===== config.mk =====
export PLATFORM = sky130hd
export DESIGN_NAME = sub_pix_delay_lanes
export DESIGN_NICKNAME = d
export VERILOG_FILES = /design/src/rtl/sub_pix_delay_lanes.sv
export SDC_FILE = /design/constraint.sdc
export NUM_CORES = 2
export LEC_CHECK = 0
export CORE_ASPECT_RATIO = 1.75
export CORE_MARGIN = 2
export CORE_UTILIZATION = 34
export CTS_CLUSTER_DIAMETER = 40
export DETAILED_ROUTE_END_ITERATION = 6
export SYNTH_ARGS = -nofsm -noshare
export SYNTH_HDL_FRONTEND = slang
export SYNTH_SLANG_ARGS = --single-unit
export TNS_END_PERCENT = 100

===== constraint.sdc =====
create_clock -name clk -period 11.4 [get_ports clk]
set_input_delay 1.71 -clock clk [delete_from_list [all_inputs] [get_ports clk]]
set_output_delay 1.71 -clock clk [all_outputs]
set_load 0.02 [all_outputs]

===== src/rtl/sub_pix_delay_lanes.sv =====
// Fractional sub-pixel shift of a multi-lane pixel stream: each pixel is blended
// toward its next or previous neighbour by fract/2^FW, with edge replication per line.
module sub_pix_delay_lanes #(
    parameter int LANES = 4,
    parameter int DW    = 14,
    parameter int FW    = 8
) (
    input  logic                  clk,
    input  logic                  reset,
    input  logic                  s_valid,
    output logic                  s_ready,
    input  logic [LANES*DW-1:0]   s_data,
    input  logic                  s_last,
    input  logic [FW-1:0]         fract,
    input  logic                  shift_dir,
    output logic                  m_valid,
    input  logic                  m_ready,
    output logic [LANES*DW-1:0]   m_data,
    output logic                  m_last
);

    // state | meaning
    // EMPTY | no beat held; next accepted beat starts a line
    // HOLD  | one beat held, waiting for the next beat's lane 0 as its right neighbour
    // FLUSH | final beat of the line held; emit it with right-edge replication
    typedef enum logic [1:0] {EMPTY, HOLD, FLUSH} state_t;

    localparam logic signed [DW+FW+1:0] HALF = $signed((DW+FW+2)'(1) << (FW-1));

    state_t              state_q, state_d;
    logic [LANES*DW-1:0] hold_q, hold_d;
    logic [DW-1:0]       prev_q, prev_d;
    logic [FW-1:0]       fract_q, fract_d;
    logic                dir_q, dir_d;
    logic                m_valid_q, m_valid_d;
    logic [LANES*DW-1:0] m_data_q, m_data_d;
    logic                m_last_q, m_last_d;
    logic                out_free;
    logic                accept;

    // ext holds {next, beat, prev} so lane j sees its neighbours at j and j+2
    function automatic logic [LANES*DW-1:0] interp(
        input logic [LANES*DW-1:0] cur,
        input logic [DW-1:0]       prev,
        input logic [DW-1:0]       next,
        input logic [FW-1:0]       f,
        input logic                dir
    );
        logic [(LANES+2)*DW-1:0] ext;
        logic [DW-1:0]           xc;
        logic [DW-1:0]           nb;
        logic signed [DW:0]      diff;
        logic signed [DW+FW+1:0] fs;
        logic signed [DW+FW+1:0] ds;
        logic signed [DW+FW+1:0] prod;
        logic [DW-1:0]           step;
        logic [LANES*DW-1:0]     y;
        ext = {next, cur, prev};
        y   = '0;
        for (int j = 0; j < LANES; j++) begin
            xc   = ext[(j+1)*DW +: DW];
            nb   = dir ? ext[(j+2)*DW +: DW] : ext[j*DW +: DW];
            diff = $signed({1'b0, nb}) - $signed({1'b0, xc});
            fs   = $signed({{(DW+2){1'b0}}, f});
            ds   = {{(FW+1){diff[DW]}}, diff};
            prod = fs * ds;
            step = DW'((prod + HALF) >>> FW);
            y[j*DW +: DW] = xc + step;
        end
        return y;
    endfunction

    assign out_free = !m_valid_q || m_ready;
    assign s_ready  = (state_q != FLUSH) && out_free;
    assign accept   = s_valid && s_ready;

    always_comb begin
        state_d   = state_q;
        hold_d    = hold_q;
        prev_d    = prev_q;
        fract_d   = fract_q;
        dir_d     = dir_q;
        m_valid_d = m_valid_q;
        m_data_d  = m_data_q;
        m_last_d  = m_last_q;

        if (m_valid_q && m_ready) begin
            m_valid_d = 1'b0;
        end

        case (state_q)
            EMPTY: begin
                if (accept) begin
                    hold_d  = s_data;
                    prev_d  = s_data[DW-1:0];
                    fract_d = fract;
                    dir_d   = shift_dir;
                    state_d = s_last ? FLUSH : HOLD;
                end
            end
            HOLD: begin
                if (accept) begin
                    m_data_d  = interp(hold_q, prev_q, s_data[DW-1:0], fract_q, dir_q);
                    m_valid_d = 1'b1;
                    m_last_d  = 1'b0;
                    prev_d    = hold_q[(LANES-1)*DW +: DW];
                    hold_d    = s_data;
                    state_d   = s_last ? FLUSH : HOLD;
                end
            end
            FLUSH: begin
                if (out_free) begin
                    m_data_d  = interp(hold_q, prev_q, hold_q[(LANES-1)*DW +: DW], fract_q, dir_q);
                    m_valid_d = 1'b1;
                    m_last_d  = 1'b1;
                    state_d   = EMPTY;
                end
            end
            default: begin
                state_d = EMPTY;
            end
        endcase
    end

    always_ff @(posedge clk) begin
        if (!reset) begin
            state_q   <= EMPTY;
            hold_q    <= '0;
            prev_q    <= '0;
            fract_q   <= '0;
            dir_q     <= 1'b0;
            m_valid_q <= 1'b0;
            m_data_q  <= '0;
            m_last_q  <= 1'b0;
        end else begin
            state_q   <= state_d;
            hold_q    <= hold_d;
            prev_q    <= prev_d;
            fract_q   <= fract_d;
            dir_q     <= dir_d;
            m_valid_q <= m_valid_d;
            m_data_q  <= m_data_d;
            m_last_q  <= m_last_d;
        end
    end

    assign m_valid = m_valid_q;
    assign m_data  = m_data_q;
    assign m_last  = m_last_q;

endmodule


# Word-level counts from Yosys, hierarchy flattened
# Index checks and enable logic that the tools add are counted.
[totals]
in_bits = 70
output_inout_bits = 59
wordCells = 71
ff_bits = 139
[classes]
n_addsub = 15
mux = 22
n_mul = 5
reduce_logical = 14
eq_ne = 7
[op_table]
columns = ["cell", "count"]
rows = [
  ["$mux W56", 2],
  ["$pmux W56 S2", 1],
  ["$add A22 B9 Y22 const B", 5],
  ["$mul A9 B15 Y22", 5],
  ["$mux W14", 7],
  ["$sub A14 B14 Y15", 5],
  ["$add A14 B14 Y14", 5],
  ["$pmux W14 S2", 1],
  ["$ne A2 B2 Y1 const B", 4],
  ["$mux W2", 3],
  ["$reduce_and A2 Y1", 3],
  ["$reduce_and A3 Y1", 2],
  ["$mux W1", 5],
  ["$pmux W1 S2", 2],
  ["$pmux W2 S2", 1],
  ["$reduce_bool A2 Y1", 2],
  ["$logic_and A1 B1 Y1", 3],
  ["$eq A2 B1 Y1 const B", 1],
  ["$eq A2 B2 Y1 const B", 1],
  ["$logic_not A2 Y1", 1],
  ["$ne A2 B1 Y1 const B", 1],
  ["$reduce_or A2 Y1", 1],
  ["$logic_not A1 Y1", 1],
  ["$logic_or A1 B1 Y1", 1],
]

# Logic depth before layout (Yosys ltp)
[depth]
word_depth = 7
ltp_mapped = 42
ltp_nobuf = 41

# Least setup slack after synthesis
# Ideal clock, no wire load.
[synth_timing]
kind = "input to register"
from = "in s_data[0]"
to = "reg m_data_q[54], in the netlist m_data[54]"
setup_slack_ns = 2.203
path_stages = 35
setup_ns = 0.062
required_ns = 11.338
path_buffers = 0
arrival_time_ns = 9.135
path_cell_list = "a21oi_1 > ha_1 > fa_1 > nor2b_1 > o21ai_1 > nand2b_1 > a311oi_1 > xnor2_1 > nand2_1 > fa_1 > inv_1 > fa_1 > inv_1 > fa_1 > inv_1 > fa_1 > fa_1 > ha_1 > and2_1 > a221oi_1 > nand2_1 > a21oi_1 > xor2_1 > o21ai_0 > ha_1 > a21o_1 > a21oi_1 > o21bai_1 > a21oi_1 > o21bai_1 > a21oi_1 > o21ai_0 > o41ai_1 > or4b_2 > nand3_1"
[synth_between]
elab_chain_cells = 7
[synth_rtl]
columns = ["element", "line", "source"]
rows = [
  ["from (decl)", "12", "input logic [LANES*DW-1:0] s_data,"],
  ["$mux W14", "62", "nb = dir ? ext[(j+2)*DW +: DW] : ext[j*DW +: DW];"],
  ["$sub A14 B14 Y15", "63", "diff = $signed({1'b0, nb}) - $signed({1'b0, xc});"],
  ["$mul A9 B15 Y22", "66", "prod = fs * ds;"],
  ["$add A22 B9 Y22", "67", "step = DW'((prod + HALF) >>> FW);"],
  ["$add A14 B14 Y14", "68", "y[j*DW +: DW] = xc + step;"],
  ["$mux W56", "102", "if (accept) begin"],
  ["$pmux W56 S2", "91", "case (state_q)"],
  ["to (signal assigned)", "142", "m_data_q <= m_data_d;"],
  ["to (decl)", "36", "logic [LANES*DW-1:0] m_data_q, m_data_d;"],
]
# No other way between the ends. The select of a mux whose other input is x is not followed.
# A chain may end at the register's enable or synchronous reset.

# Worst setup path after layout
[layout_timing]
from = "in s_data[1]"
to = "reg m_data_q[54], in the netlist m_data[54]"
# Same word-level chain as after synthesis.

==> out/metrics.sh <==
FLOORPLAN.DIE.HEIGHT_UM=401
YOSYSWARNINGS=0
FINAL_MAX_SLEW_VIOL_COUNT=0
SEQ_AREA_FRAC_SYNTH=0.0908
POST_ROUTE_CELLS_DRIVE_ABOVE_1_SHARE=0.0388
TRACK_USAGE=0.199
SETUP.WORST_PATH.START='s_data[1]'
CTS-ROOT-BUF='sky130_fd_sc_hd__clkbuf_16'
WORST_PATH_DOMINANT_CELL_FAMILY='compound AO/OA/AOI/OAI gates'
ROUTE.VIAS.TOTAL=24500
PERIOD_UTILIZATION=0.916
IRDROPWORSTVDD_uV=235
CTS.SINK_COUNT=139
TRITONCTS.NUM_BUFFERS=17
FILLERINSTANCES=9329
LARGEST_NET_DEGREE_AT_THE_START_OF_GLOBAL_ROUTING=85
WORSTHOLDSTART='m_data[14]$_SDFFE_PN0P_'
CAP_VIOL_MAX_COUNT=0
SYNTHARSTFLOPSHARE=0
VIAS_IN_THE_FIRST_GLOBAL_ROUTE=25900
CLOCK.FMAX_MHz=95.7
SYNTH_TOP_CELLS_BY_AREA='sky130_fd_sc_hd__fa_1, sky130_fd_sc_hd__ha_1, sky130_fd_sc_hd__dfxtp_1'
GPL.FINAL_WEIGHTED_CONGESTION=0.876
POWER_LEAKAGE_nW=16.9
HTREEDEPTH=4
POST_DETAILED_PLACEMENT_HALF_PERIMETER_WIRELENGTH_UM=73300
FINAL-HOLD-VIOLATION-COUNT=0
WORST-R2R-SETUP-SLACK_NS=1.20
MULTI_INPUT_COMB_AREA_MM2=0.0257
AVGSYNTHCELLAREA_UM2=8.58
POST-ROUTE-WORST-SETUP-SLACK_NS=0.952
REMAINING_DRC_ERRORS=0
CTS.PATH.MAX_BUFFERS=2
POSTSYNTHCELLCOUNT=3574
DOMINANTREGCELLSYNTH='sky130_fd_sc_hd__dfxtp_1'
R2R.WORST_PATH.CELLS=38
DIE_WIDTH_UM=231
PLACEMENT.SETUP.WORST_SLACK_NS=0.506
POST-CTS-SETUP-BUFFERS=0
POWER.DENSITY_mW_PER_MM2=319
PLACEABLECOREAREA_MM2=0.0893
SLEW_HEADROOM=0.223
AREA_TAKEN_BY_FLIP_FLOPS_AND_LATCHES_MM2=0.00280
OUTCOME='finished clean'
PATH_CLASS='in -> reg'
PATH_BUF_INV=3
TIMING.SETUP.TNS_NS=0
DETAIL_ROUTE.FIRST_PASS.ITERATIONS=4
PORT_BUFFERS=128
LAYOUT.NETS=4575
SYNTHMOSTINSTANTIATEDCELL='sky130_fd_sc_hd__nand2_1'
FINAL_SETUP_VIOLATIONS=0
R2R_START='hold_q[28]$_SDFFE_PN0P_'
FLOORPLAN.DIE_AREA_MM2=0.0927
CRITPATHMAXSTAGEDELAY_NS=0.56
WORST_PATH_MAX_DELAY_CELL='sky130_fd_sc_hd__fa_1'
HOLD_PATH.CLASS='reg -> reg'
CRIT_PATH_END_KIND='flip-flop'
POST_SYNTH_INSTANCE_AREA_MM2=0.0307
AVERAGE_WIRE_PER_STANDARD_CELL_UM=18.5
HOLD_END='m_data[14]$_SDFFE_PN0P_'
LARGEST_DRIVER_FANOUT_ON_THE_CRITICAL_PATH=8
NUMBER_OF_BUFFERS_ADDED_TO_FIX_HOLD_VIOLATIONS_AFTER_CTS=0
DETAIL_ROUTE.ITER0.VIOLATIONS=1150
GRT_SETUP_UNREPAIRED='false'
NETLIST_TOP_CELLS_COUNT='sky130_fd_sc_hd__nand2_1, sky130_fd_sc_hd__inv_1, sky130_fd_sc_hd__fa_1'
REGTOREGENDPOINT='m_data[55]$_SDFFE_PN0P_'
CLKTRANSATPATHREGS_NS=0.07
CRIT_PATH_CELL_COUNT=37
ANT_NETS=0
SYN_TO_FINAL_GROWTH_PCT=10.8
POSTCTSRESIZEDCELLS=0
CLOCK_INSERTION_DELAY_AT_THE_LATER_PIN_OF_THE_SKEW_REPORT_NS=0.49
WORSTMARGINPINSLEW_NS=1.15
TRITONCTS='yes'
WORST_HOLD_SLACK_NS=0.466
START_KIND='input pin'
CRIT_ARRIVAL_NS=10.81
FIN_CRIT_NS=10.45
TOTAL_WIRELENGTH_OF_THE_DETAILED_ROUTED_DESIGN_UM=89700
CRITPATHMOSTFREQUENTCELL='sky130_fd_sc_hd__a21oi_1'
COUNT_OF_UNIQUE_LIBRARY_CELLS_INSTANTIATED_BY_YOSYS=72
PLACEMENT_ROWS=145
MAPPEDNETLISTNETS=4498
NUM_IO_PINS=129
VIAS_PER_CELL=5.07
TOP_AREA_CELL_TYPE_SHARE_OF_THE_NETLIST_AREA=0.303
START_UTIL=0.343
WHS_PATH_DEPTH=2
GLOBALROUTEOVERFLOWTOTAL=0
SYNTH-SEQ-CELLS=139
SYNTH-EDFF-COUNT=0
FIN_WORST_SKEW_NS=0.0298
SYNTH_TOP_AREA_CELL='sky130_fd_sc_hd__fa_1'
ANTENNA_FOUND_INITIAL=3
CRITPATHREQUIREDTIME_NS=11.76
FIRST_PASS_GRT_WIRE_LENGTH_UM=142000
worst max path at each step:
stage	to	slack, ns
final	m_data[54]$_SDFFE_PN0P_	0.95
after global routing	m_data[54]$_SDFFE_PN0P_	0.25
after CTS	m_data[54]$_SDFFE_PN0P_	1.00
after detailed placement	m_data[54]$_SDFFE_PN0P_	0.51
after global placement	m_data[54]$_SDFFE_PN0P_	0.58
after floorplan	m_data[54]$_SDFFE_PN0P_	2.20
registers in the layout, summed over array words and instances (netlist names):
name and count:
hold_q 56, m_data 56, prev_q 14, fract_q 8
state_q 2, dir_q 1, m_last 1, m_valid 1
final cells by class:
type | instances | area share
repair buffers | 182 | 0.0496
well taps | 1176 | 0.0433
multi-input cells | 2846 | 0.755
flip-flops and latches | 139 | 0.0824
clock buffers | 17 | 0.0125
clock inverters | 15 | 0.00520
diodes | 1 | 0.0000737
inverters | 465 | 0.0514
layout by cell type, fill, tap and decap left out, types with 11 or more instances in the layout:
cell and count:
sky130_fd_sc_hd__nand4_1 11, sky130_fd_sc_hd__nor3_1 54, sky130_fd_sc_hd__o21ai_1 16, sky130_fd_sc_hd__or3_1 17, sky130_fd_sc_hd__dfxtp_1 130, sky130_fd_sc_hd__o211a_1 18, sky130_fd_sc_hd__mux2i_1 29, sky130_fd_sc_hd__nand2_1 599
sky130_fd_sc_hd__xor2_1 60, sky130_fd_sc_hd__a21oi_1 95, sky130_fd_sc_hd__nor2_1 125, sky130_fd_sc_hd__xnor2_1 115, sky130_fd_sc_hd__fa_1 464, sky130_fd_sc_hd__a21boi_0 83, sky130_fd_sc_hd__o21ai_0 105, sky130_fd_sc_hd__buf_4 55
sky130_fd_sc_hd__nand3_1 36, sky130_fd_sc_hd__a21o_1 27, sky130_fd_sc_hd__mux2_2 15, sky130_fd_sc_hd__nor2b_1 60, sky130_fd_sc_hd__nand2b_1 60, sky130_fd_sc_hd__o21a_1 20, sky130_fd_sc_hd__inv_1 465, sky130_fd_sc_hd__ha_1 390
sky130_fd_sc_hd__o21bai_1 14, sky130_fd_sc_hd__clkdlybuf4s50_1 127, sky130_fd_sc_hd__and2_1 286, sky130_fd_sc_hd__and3_1 13, sky130_fd_sc_hd__clkbuf_16 17
through the flow:
step | util | total power, mW | cells | cell area (um^2)
6_report | 0.380 | 10.8 | 4841 | 34000
5_1_grt | 0.380 | 12.0 | 4841 | 34000
4_1_cts | 0.380 | 10.9 | 4840 | 34000
3_5_place_dp | 0.374 | 10.2 | 4808 | 33400
3_3_place_gp | 0.374 | 10.1 | 4808 | 33400
2_1_floorplan | - | 7.50 | 3574 | 30700
tightest hold or removal path, stage by stage (launching register included):
cell and delay (ns):
sky130_fd_sc_hd__dfxtp_1 0.31, sky130_fd_sc_hd__nand2_1 0.05, sky130_fd_sc_hd__a21boi_0 0.06
kinds of logic after synthesis:
logic type      share of synthesized area
xor+xnor                           0.0507
fa+ha+maj                           0.462
simple gates                        0.206
buf+inv                            0.0726
mux                                0.0150
flops                              0.0908
compound gates                      0.103
layer usage:
layer	share of wire	wire [um]	track usage
met1	0.40	35800	0.228
met2	0.51	46000	0.362
met3	0.025	2230	0.0126
met4	0.063	5660	0.116
met5	0.00014	13	0
power by group:
part | switching (mW) | total (mW) | internal, mW
logic | 5.50 | 9.45 | 3.95
registers | 0.159 | 0.768 | 0.609
clock network | 0.299 | 0.614 | 0.314
total | 5.96 | 10.8 | 4.87
Note: power is estimated with default switching activity, not from simulation.
